--- src/rtl/primitive_assembler_if.sv ---
// primitive_assembler_if: vertex-stage input and rasterizer output bundle of the primitive assembler.
`ifndef OPCODE_WIDTH
`define OPCODE_WIDTH 8
`endif
`ifndef VREG_WIDTH
`define VREG_WIDTH 64
`endif
interface primitive_assembler_if;
  logic                     I_LOCK;
  logic [`OPCODE_WIDTH-1:0] I_Opcode;
  logic [`VREG_WIDTH-1:0]   I_VIn;
  logic [`VREG_WIDTH-1:0]   I_ColorIn;
  logic                     O_FRAMESTALL;
  logic                     O_TriValid;
  logic                     I_TriReady;
  logic [95:0]              O_TriVerts;
  logic [`VREG_WIDTH-1:0]   O_TriColor;
  logic [15:0]              O_TriCount;
  logic [7:0]               O_DropCount;
  modport master (
    output I_LOCK, I_Opcode, I_VIn, I_ColorIn, I_TriReady,
    input  O_FRAMESTALL, O_TriValid, O_TriVerts, O_TriColor, O_TriCount, O_DropCount
  );
  modport slave (
    input  I_LOCK, I_Opcode, I_VIn, I_ColorIn, I_TriReady,
    output O_FRAMESTALL, O_TriValid, O_TriVerts, O_TriColor, O_TriCount, O_DropCount
  );
endinterface

--- src/rtl/primitive_assembler.sv ---
// primitive_assembler: collects vertex triples into flat-colored triangles behind a 2-deep output FIFO.
`ifndef OPCODE_WIDTH
`define OPCODE_WIDTH 8
`endif
`ifndef VREG_WIDTH
`define VREG_WIDTH 64
`endif
module primitive_assembler (
  input logic I_CLOCK,
  input logic I_RESET_N,
  primitive_assembler_if.slave bus
);
  localparam logic [`OPCODE_WIDTH-1:0] OP_BEGIN  = 'h01;
  localparam logic [`OPCODE_WIDTH-1:0] OP_END    = 'h02;
  localparam logic [`OPCODE_WIDTH-1:0] OP_VERTEX = 'h03;
  localparam logic [`OPCODE_WIDTH-1:0] OP_COLOR  = 'h04;
  typedef enum logic {IDLE, COLLECT} state_t;
  state_t state, state_nx;
  logic [1:0] vcount, count;
  logic head;
  logic [31:0] slot0, slot1, nv;
  logic [`VREG_WIDTH-1:0] color;
  logic [95:0] ent_v [2];
  logic [`VREG_WIDTH-1:0] ent_c [2];
  logic [15:0] tri_count;
  logic [7:0] drop_count;
  logic accept, is_vtx, push, pop, flush;
  logic unused_vin;
  assign unused_vin = ^{bus.I_VIn[`VREG_WIDTH-1:48], bus.I_VIn[15:0]};
  assign nv = {bus.I_VIn[47:32], bus.I_VIn[31:16]};
  assign accept = bus.I_LOCK && count != 2'd2;
  assign is_vtx = accept && bus.I_Opcode == OP_VERTEX && state == COLLECT;
  assign push = is_vtx && vcount == 2'd2;
  assign flush = accept && (bus.I_Opcode == OP_BEGIN || bus.I_Opcode == OP_END);
  assign pop = count != 2'd0 && bus.I_TriReady;
  assign bus.O_FRAMESTALL = count == 2'd2;
  assign bus.O_TriValid = count != 2'd0;
  assign bus.O_TriVerts = ent_v[head];
  assign bus.O_TriColor = ent_c[head];
  assign bus.O_TriCount = tri_count;
  assign bus.O_DropCount = drop_count;
  always_comb begin
    state_nx = state;
    if (accept)
      state_nx = bus.I_Opcode == OP_BEGIN ? COLLECT : bus.I_Opcode == OP_END ? IDLE : state;
  end
  always_ff @(negedge I_CLOCK or negedge I_RESET_N)
    if (!I_RESET_N) state <= IDLE;
    else state <= state_nx;
  always_ff @(negedge I_CLOCK or negedge I_RESET_N)
    if (!I_RESET_N) begin
      vcount <= '0;
      count <= '0;
      head <= 1'b0;
      slot0 <= '0;
      slot1 <= '0;
      color <= '0;
      ent_v[0] <= '0;
      ent_v[1] <= '0;
      ent_c[0] <= '0;
      ent_c[1] <= '0;
      tri_count <= '0;
      drop_count <= '0;
    end else begin
      if (flush) begin
        vcount <= '0;
        if (vcount != 2'd0 && drop_count != 8'hFF) drop_count <= drop_count + 8'd1;
      end else if (is_vtx) begin
        vcount <= push ? 2'd0 : vcount + 2'd1;
        if (vcount == 2'd0) slot0 <= nv;
        if (vcount == 2'd1) slot1 <= nv;
      end
      if (accept && bus.I_Opcode == OP_COLOR) color <= bus.I_ColorIn;
      // tail slot is head+count; a same-edge pop then promotes it to head
      if (push) begin
        ent_v[head ^ count[0]] <= {nv, slot1, slot0};
        ent_c[head ^ count[0]] <= color;
      end
      if (pop) begin
        head <= !head;
        tri_count <= tri_count + 16'd1;
      end
      count <= count + 2'(push) - 2'(pop);
    end
endmodule

--- src/flat_wrapper.sv ---
// flat-port wrapper written by rule: the top's interface ports become plain ports
module primitive_assembler_flat 
  (I_CLOCK, I_RESET_N, bus_I_LOCK, bus_I_Opcode, bus_I_VIn, bus_I_ColorIn, bus_I_TriReady, bus_O_FRAMESTALL, bus_O_TriValid, bus_O_TriVerts, bus_O_TriColor, bus_O_TriCount, bus_O_DropCount);
  primitive_assembler_if bus_i ();
  input logic I_CLOCK;
  input logic I_RESET_N;
  input wire logic [$bits(bus_i.I_LOCK)-1:0] bus_I_LOCK;
  input wire logic [$bits(bus_i.I_Opcode)-1:0] bus_I_Opcode;
  input wire logic [$bits(bus_i.I_VIn)-1:0] bus_I_VIn;
  input wire logic [$bits(bus_i.I_ColorIn)-1:0] bus_I_ColorIn;
  input wire logic [$bits(bus_i.I_TriReady)-1:0] bus_I_TriReady;
  output wire logic [$bits(bus_i.O_FRAMESTALL)-1:0] bus_O_FRAMESTALL;
  output wire logic [$bits(bus_i.O_TriValid)-1:0] bus_O_TriValid;
  output wire logic [$bits(bus_i.O_TriVerts)-1:0] bus_O_TriVerts;
  output wire logic [$bits(bus_i.O_TriColor)-1:0] bus_O_TriColor;
  output wire logic [$bits(bus_i.O_TriCount)-1:0] bus_O_TriCount;
  output wire logic [$bits(bus_i.O_DropCount)-1:0] bus_O_DropCount;
  assign bus_i.I_LOCK = bus_I_LOCK;
  assign bus_i.I_Opcode = bus_I_Opcode;
  assign bus_i.I_VIn = bus_I_VIn;
  assign bus_i.I_ColorIn = bus_I_ColorIn;
  assign bus_i.I_TriReady = bus_I_TriReady;
  assign bus_O_FRAMESTALL = bus_i.O_FRAMESTALL;
  assign bus_O_TriValid = bus_i.O_TriValid;
  assign bus_O_TriVerts = bus_i.O_TriVerts;
  assign bus_O_TriColor = bus_i.O_TriColor;
  assign bus_O_TriCount = bus_i.O_TriCount;
  assign bus_O_DropCount = bus_i.O_DropCount;
  primitive_assembler u_core (.I_CLOCK(I_CLOCK), .I_RESET_N(I_RESET_N), .bus(bus_i));
endmodule
--- config.mk ---
export PLATFORM = sky130hd
export DESIGN_NAME = primitive_assembler_flat
export DESIGN_NICKNAME = d
export VERILOG_FILES = /design/src/rtl/primitive_assembler_if.sv /design/src/rtl/primitive_assembler.sv /design/src/flat_wrapper.sv
export SDC_FILE = /design/constraint.sdc
export NUM_CORES = 1
export LEC_CHECK = 0
export CAP_MARGIN = 20
export CORE_MARGIN = 4
export CORE_UTILIZATION = 50
export CTS_CLUSTER_DIAMETER = 80
export DETAILED_ROUTE_END_ITERATION = 6
export DONT_BUFFER_PORTS = 1
export PLACE_DENSITY = 0.64
export SKIP_CTS_REPAIR_TIMING = 1
export SLEW_MARGIN = 30
export SYNTH_ARGS = -nofsm -noshare
export SYNTH_HDL_FRONTEND = slang
export SYNTH_SLANG_ARGS = --single-unit
--- constraint.sdc ---
create_clock -name I_CLOCK -period 4.1 [get_ports I_CLOCK]
set_input_delay 1.025 -clock I_CLOCK [delete_from_list [all_inputs] [get_ports I_CLOCK]]
set_output_delay 1.025 -clock I_CLOCK [all_outputs]
set_load 0.005 [all_outputs]
## Word-level counts from Yosys, hierarchy flattened

Index checks and enable logic that the tools add are counted.
Widths: inputs -> output; s select.

- Bits in registers: 478
- Logic and storage cells: 71
- Output and inout port bits: 186
- Input bits: 140

- Bitwise logic cells: 4
- Magnitude comparators: 3
- Reduce and logical (&&, ||, !) cells: 20
- Multiplexer cells: 17
- Equality and inequality tests: 9
- Add/sub/neg operators: 5

Operators with widths:

| cell | count |
|---|---|
| $mux 96 | 4 |
| $mux 64 | 4 |
| $bwmux 192 | 1 |
| $bwmux 128 | 1 |
| $demux 96 s1 | 1 |
| $demux 64 s1 | 1 |
| $add 16x1->16 const B | 1 |
| $eq 8x2->1 const B | 2 |
| $logic_and 1x1->1 | 9 |
| $add 8x1->8 const B | 1 |
| $eq 8x1->1 const B | 1 |
| $eq 8x3->1 const B | 1 |
| $ne 8x8->1 const B | 1 |
| $reduce_bool 2->1 | 4 |
| $mux 2 | 3 |
| $reduce_and 3->1 | 2 |
| $eq 2x2->1 const B | 2 |
| $ge 2x2->1 const B | 2 |
| $not 1->2 | 2 |
| $reduce_and 2->1 | 2 |
| $add 2x1->2 | 1 |
| $add 2x1->2 const B | 1 |
| $eq 2x1->1 const B | 1 |
| $logic_not 2->1 | 1 |
| other kinds (8) | 9 |

## Longest topological paths before layout

- Word-level depth: 8
- Gate-level depth with buffers: 8
- Gate-level depth less buffers: 6

==> results.cfg <==
[outcome]
violations = slew limit, setup timing
status = finished, violations left

[synthesis]
netlist_instances = 1257
synth_area_leaders = dfrtn_1 59%, mux2_2 28%, mux2_4 7.4%, xnor2_1 0.86%, buf_2 0.72%
synthAdderAreaFrac_pct = 0.185
ys_warn_count = 0
synth_compound_area_share_pct = 0.204
yosysTopAreaCell = dfrtn_1
synth-simple-area-share_pct = 1.82
synth_fp_nets = 1400
syn_area_um2 = 20300
synth.top_cell.area_share_pct = 59.0
synth_async_sr_flop_share_pct = 100
synth_common_cells = 505 x mux2_2, 478 x dfrtn_1, 100 x mux2_4, 29 x buf_2, 25 x clkbuf_1
synth_top_family_by_area = multiplexers
yosysUniqueCellTypes = 33
synth-xor-area-share_pct = 1.17
synth.most_common_cell = mux2_2
synth-seq-cells = 478
synth_top_flop_cell = dfrtn_1
synthMuxAreaShare_pct = 35.7
synth_edf_count = 0
seq_area_frac_synth_pct = 59.0
avgSynthCellArea_um2 = 16.1

[sta]
worst_slew_pin_slew_ps = 2610
whs_ps = 444
fin_skew_ps = 13.2
slew_headroom_pct = -73.8
final-hold-violation-count = 0
maxSlewViolCount = 354
grt_setup_unrepaired = yes
setup_ws_ps = -854
setup_viol = 265

[die]
start_util_pct = 50.8
die_x_um = 209
io_pins = 326
rows = 73
fp.dieH_um = 209
fp.coreArea_um2 = 39900
die_area_um2 = 43800

[critical_path]
cp_data_required_time_ps = 3070
worstSetupPathType = reg2out
crit_path_max_fanout = 14
worst_r2r_startpoint = u_core.head
cp.arrival_ps = 3930
critPathLaunch = u_core.head
critPathLaunchType = flop
reg2reg_slack_ps = 1580
reg2reg_to = u_core.ent_v[117]
crit_path_end_kind = output port
r2r.worst_path.cells = 7

[worst_hold_path]
min_path_type = reg2reg
holdCritStartpoint = u_core.bus.O_TriCount[15]
hold_depth = 1
min_to = u_core.bus.O_TriCount[15]

[cts]
cts_root_buffer = clkbuf_16
clk_pin_slew_ps = 40
cts_tree = yes
htree_levels = 2
cts_buffers = 50
insertion_delay_ps = 560
clock-sinks = 478
clock_path_buffers = 3

[place]
gp_congestion = 0.751
dp_hpwl_um = 27200
dp_cells = 1778
dpl_cell_area_um2 = 21700
portBuffers = 0

[power]
power.density_nw_per_um2 = 463
ir_drop_mv = 0.312
total_leakage_power_nw = 12.5
finalPower_mw = 11.0

[global_route]
antenna_found_initial = 2
track_usage_pct = 18.8
grt_pass1_vias = 11300
grt_pass1_wl_um = 66100
grt_max_degree = 479
grt-ovfl-total = 0

[detailed_routing]
num_vias = 10400
remaining_drc_errors = 0
dr.first_iter.drc_count = 573
firstDrtPassIters = 6
drt-total-wl_um = 42500
avgViaCountPerCell = 5.51
ant_nets = 0
wl_per_cell_um = 22.6

[finish]
stdcell_count = 1879
antenna_cells = 0
fin_nets = 1462
drive_above_1_share_pct = 56.9
area_delta_synth_final_pct = 17.4
fin_area_um2 = 23800

[run]
drv_cap = 0
sequential cells by signal (all words and copies together) (netlist names):
register	flops
u_core.bus.O_DropCount	8
u_core.bus.O_TriCount	16
u_core.color	64
u_core.count	2
u_core.ent_c	128
u_core.ent_v	192
u_core.head	1
u_core.slot0	32
u_core.slot1	32
u_core.state	1
u_core.vcount	2
through the flow:
| stage | setup TNS, ps | setup slack (ps) | util (%) |
|---|---|---|---|
| detailed placement | -247990 | -561 | 54.5 |
| global placement | -248980 | -550 | 54.5 |
| CTS | -138190 | -935 | 58.6 |
| global route | -133900 | -905 | 59.6 |
| finish | -126900 | -854 | 59.6 |
| floorplan | -195590 | -473 | - |
cell usage in the layout (no fill, tap or decap), types with 2 or more instances in the layout:
master | synthesis | routed
mux2_2 | 505 | 384
nor3_1 | 3 | 2
clkinv_2 | 0 | 5
buf_16 | 0 | 2
clkbuf_1 | 25 | 13
clkbuf_16 | 0 | 55
inv_1 | 6 | 6
bufinv_16 | 0 | 4
and3_1 | 4 | 3
dfrtn_1 | 478 | 478
mux2_1 | 4 | 4
nand2_1 | 18 | 17
buf_12 | 0 | 27
clkbuf_8 | 0 | 12
ha_1 | 3 | 3
nand3_1 | 9 | 7
nand3_2 | 0 | 2
xnor2_1 | 20 | 20
xor2_1 | 7 | 7
buf_4 | 0 | 30
buf_8 | 0 | 4
nand4_1 | 9 | 9
buf_6 | 11 | 7
or2_4 | 0 | 4
mux2_4 | 100 | 221
nor2_1 | 8 | 8
worst max path at each step:
| stage | end | slack (ps) | cells after the start |
|---|---|---|---|
| after floorplan | u_core.ent_c[100] | -470 | 8 |
| after global placement | u_core.ent_v[181] | -550 | 6 |
| after detailed placement | u_core.ent_c[84] | -560 | 6 |
| after CTS | bus_O_TriColor[33] | -930 | 3 |
| after global routing | bus_O_TriVerts[36] | -910 | 4 |
| final | bus_O_TriVerts[36] | -850 | 4 |
per-layer routing:
metal	wire (um)	global-route usage [%]	part of all wire (%)
met1	18600	24.6	44
met2	20200	30.6	47
met3	2780	5.96	6.5
met4	882	5.40	2.1
met5	34	0	0.080
area by class of cell:
type / instances / area (um2)
multi-input cells: 709 / 8440
clock buffers: 76 / 1490
clock inverters: 11 / 161
flip-flops and latches: 478 / 12000
fillers: 3024 / 16100
inverters: 6 / 22.5
well taps: 525 / 657
repair buffers: 74 / 1060
worst max-delay path, stage by stage (launching register included):
cell     delay [ps]
dfrtn_1         460
buf_12          140
buf_12          150
buf_12          180
mux2_2          380
cell families after synthesis:
family,count (synthesis)
and+or+nand+nor,63
DFF,478
AOI/OAI and AO/OA,6
adders and majority gates,3
buffers and inverters,71
xor gates and xnor gates,27
muxes,609
power breakdown:
part	switching (mW)	internal, mW
Sequential	0.101	4.84
Combinational	0.691	0.839
Clock	1.80	2.74
(Power assumes the default switching activity.)
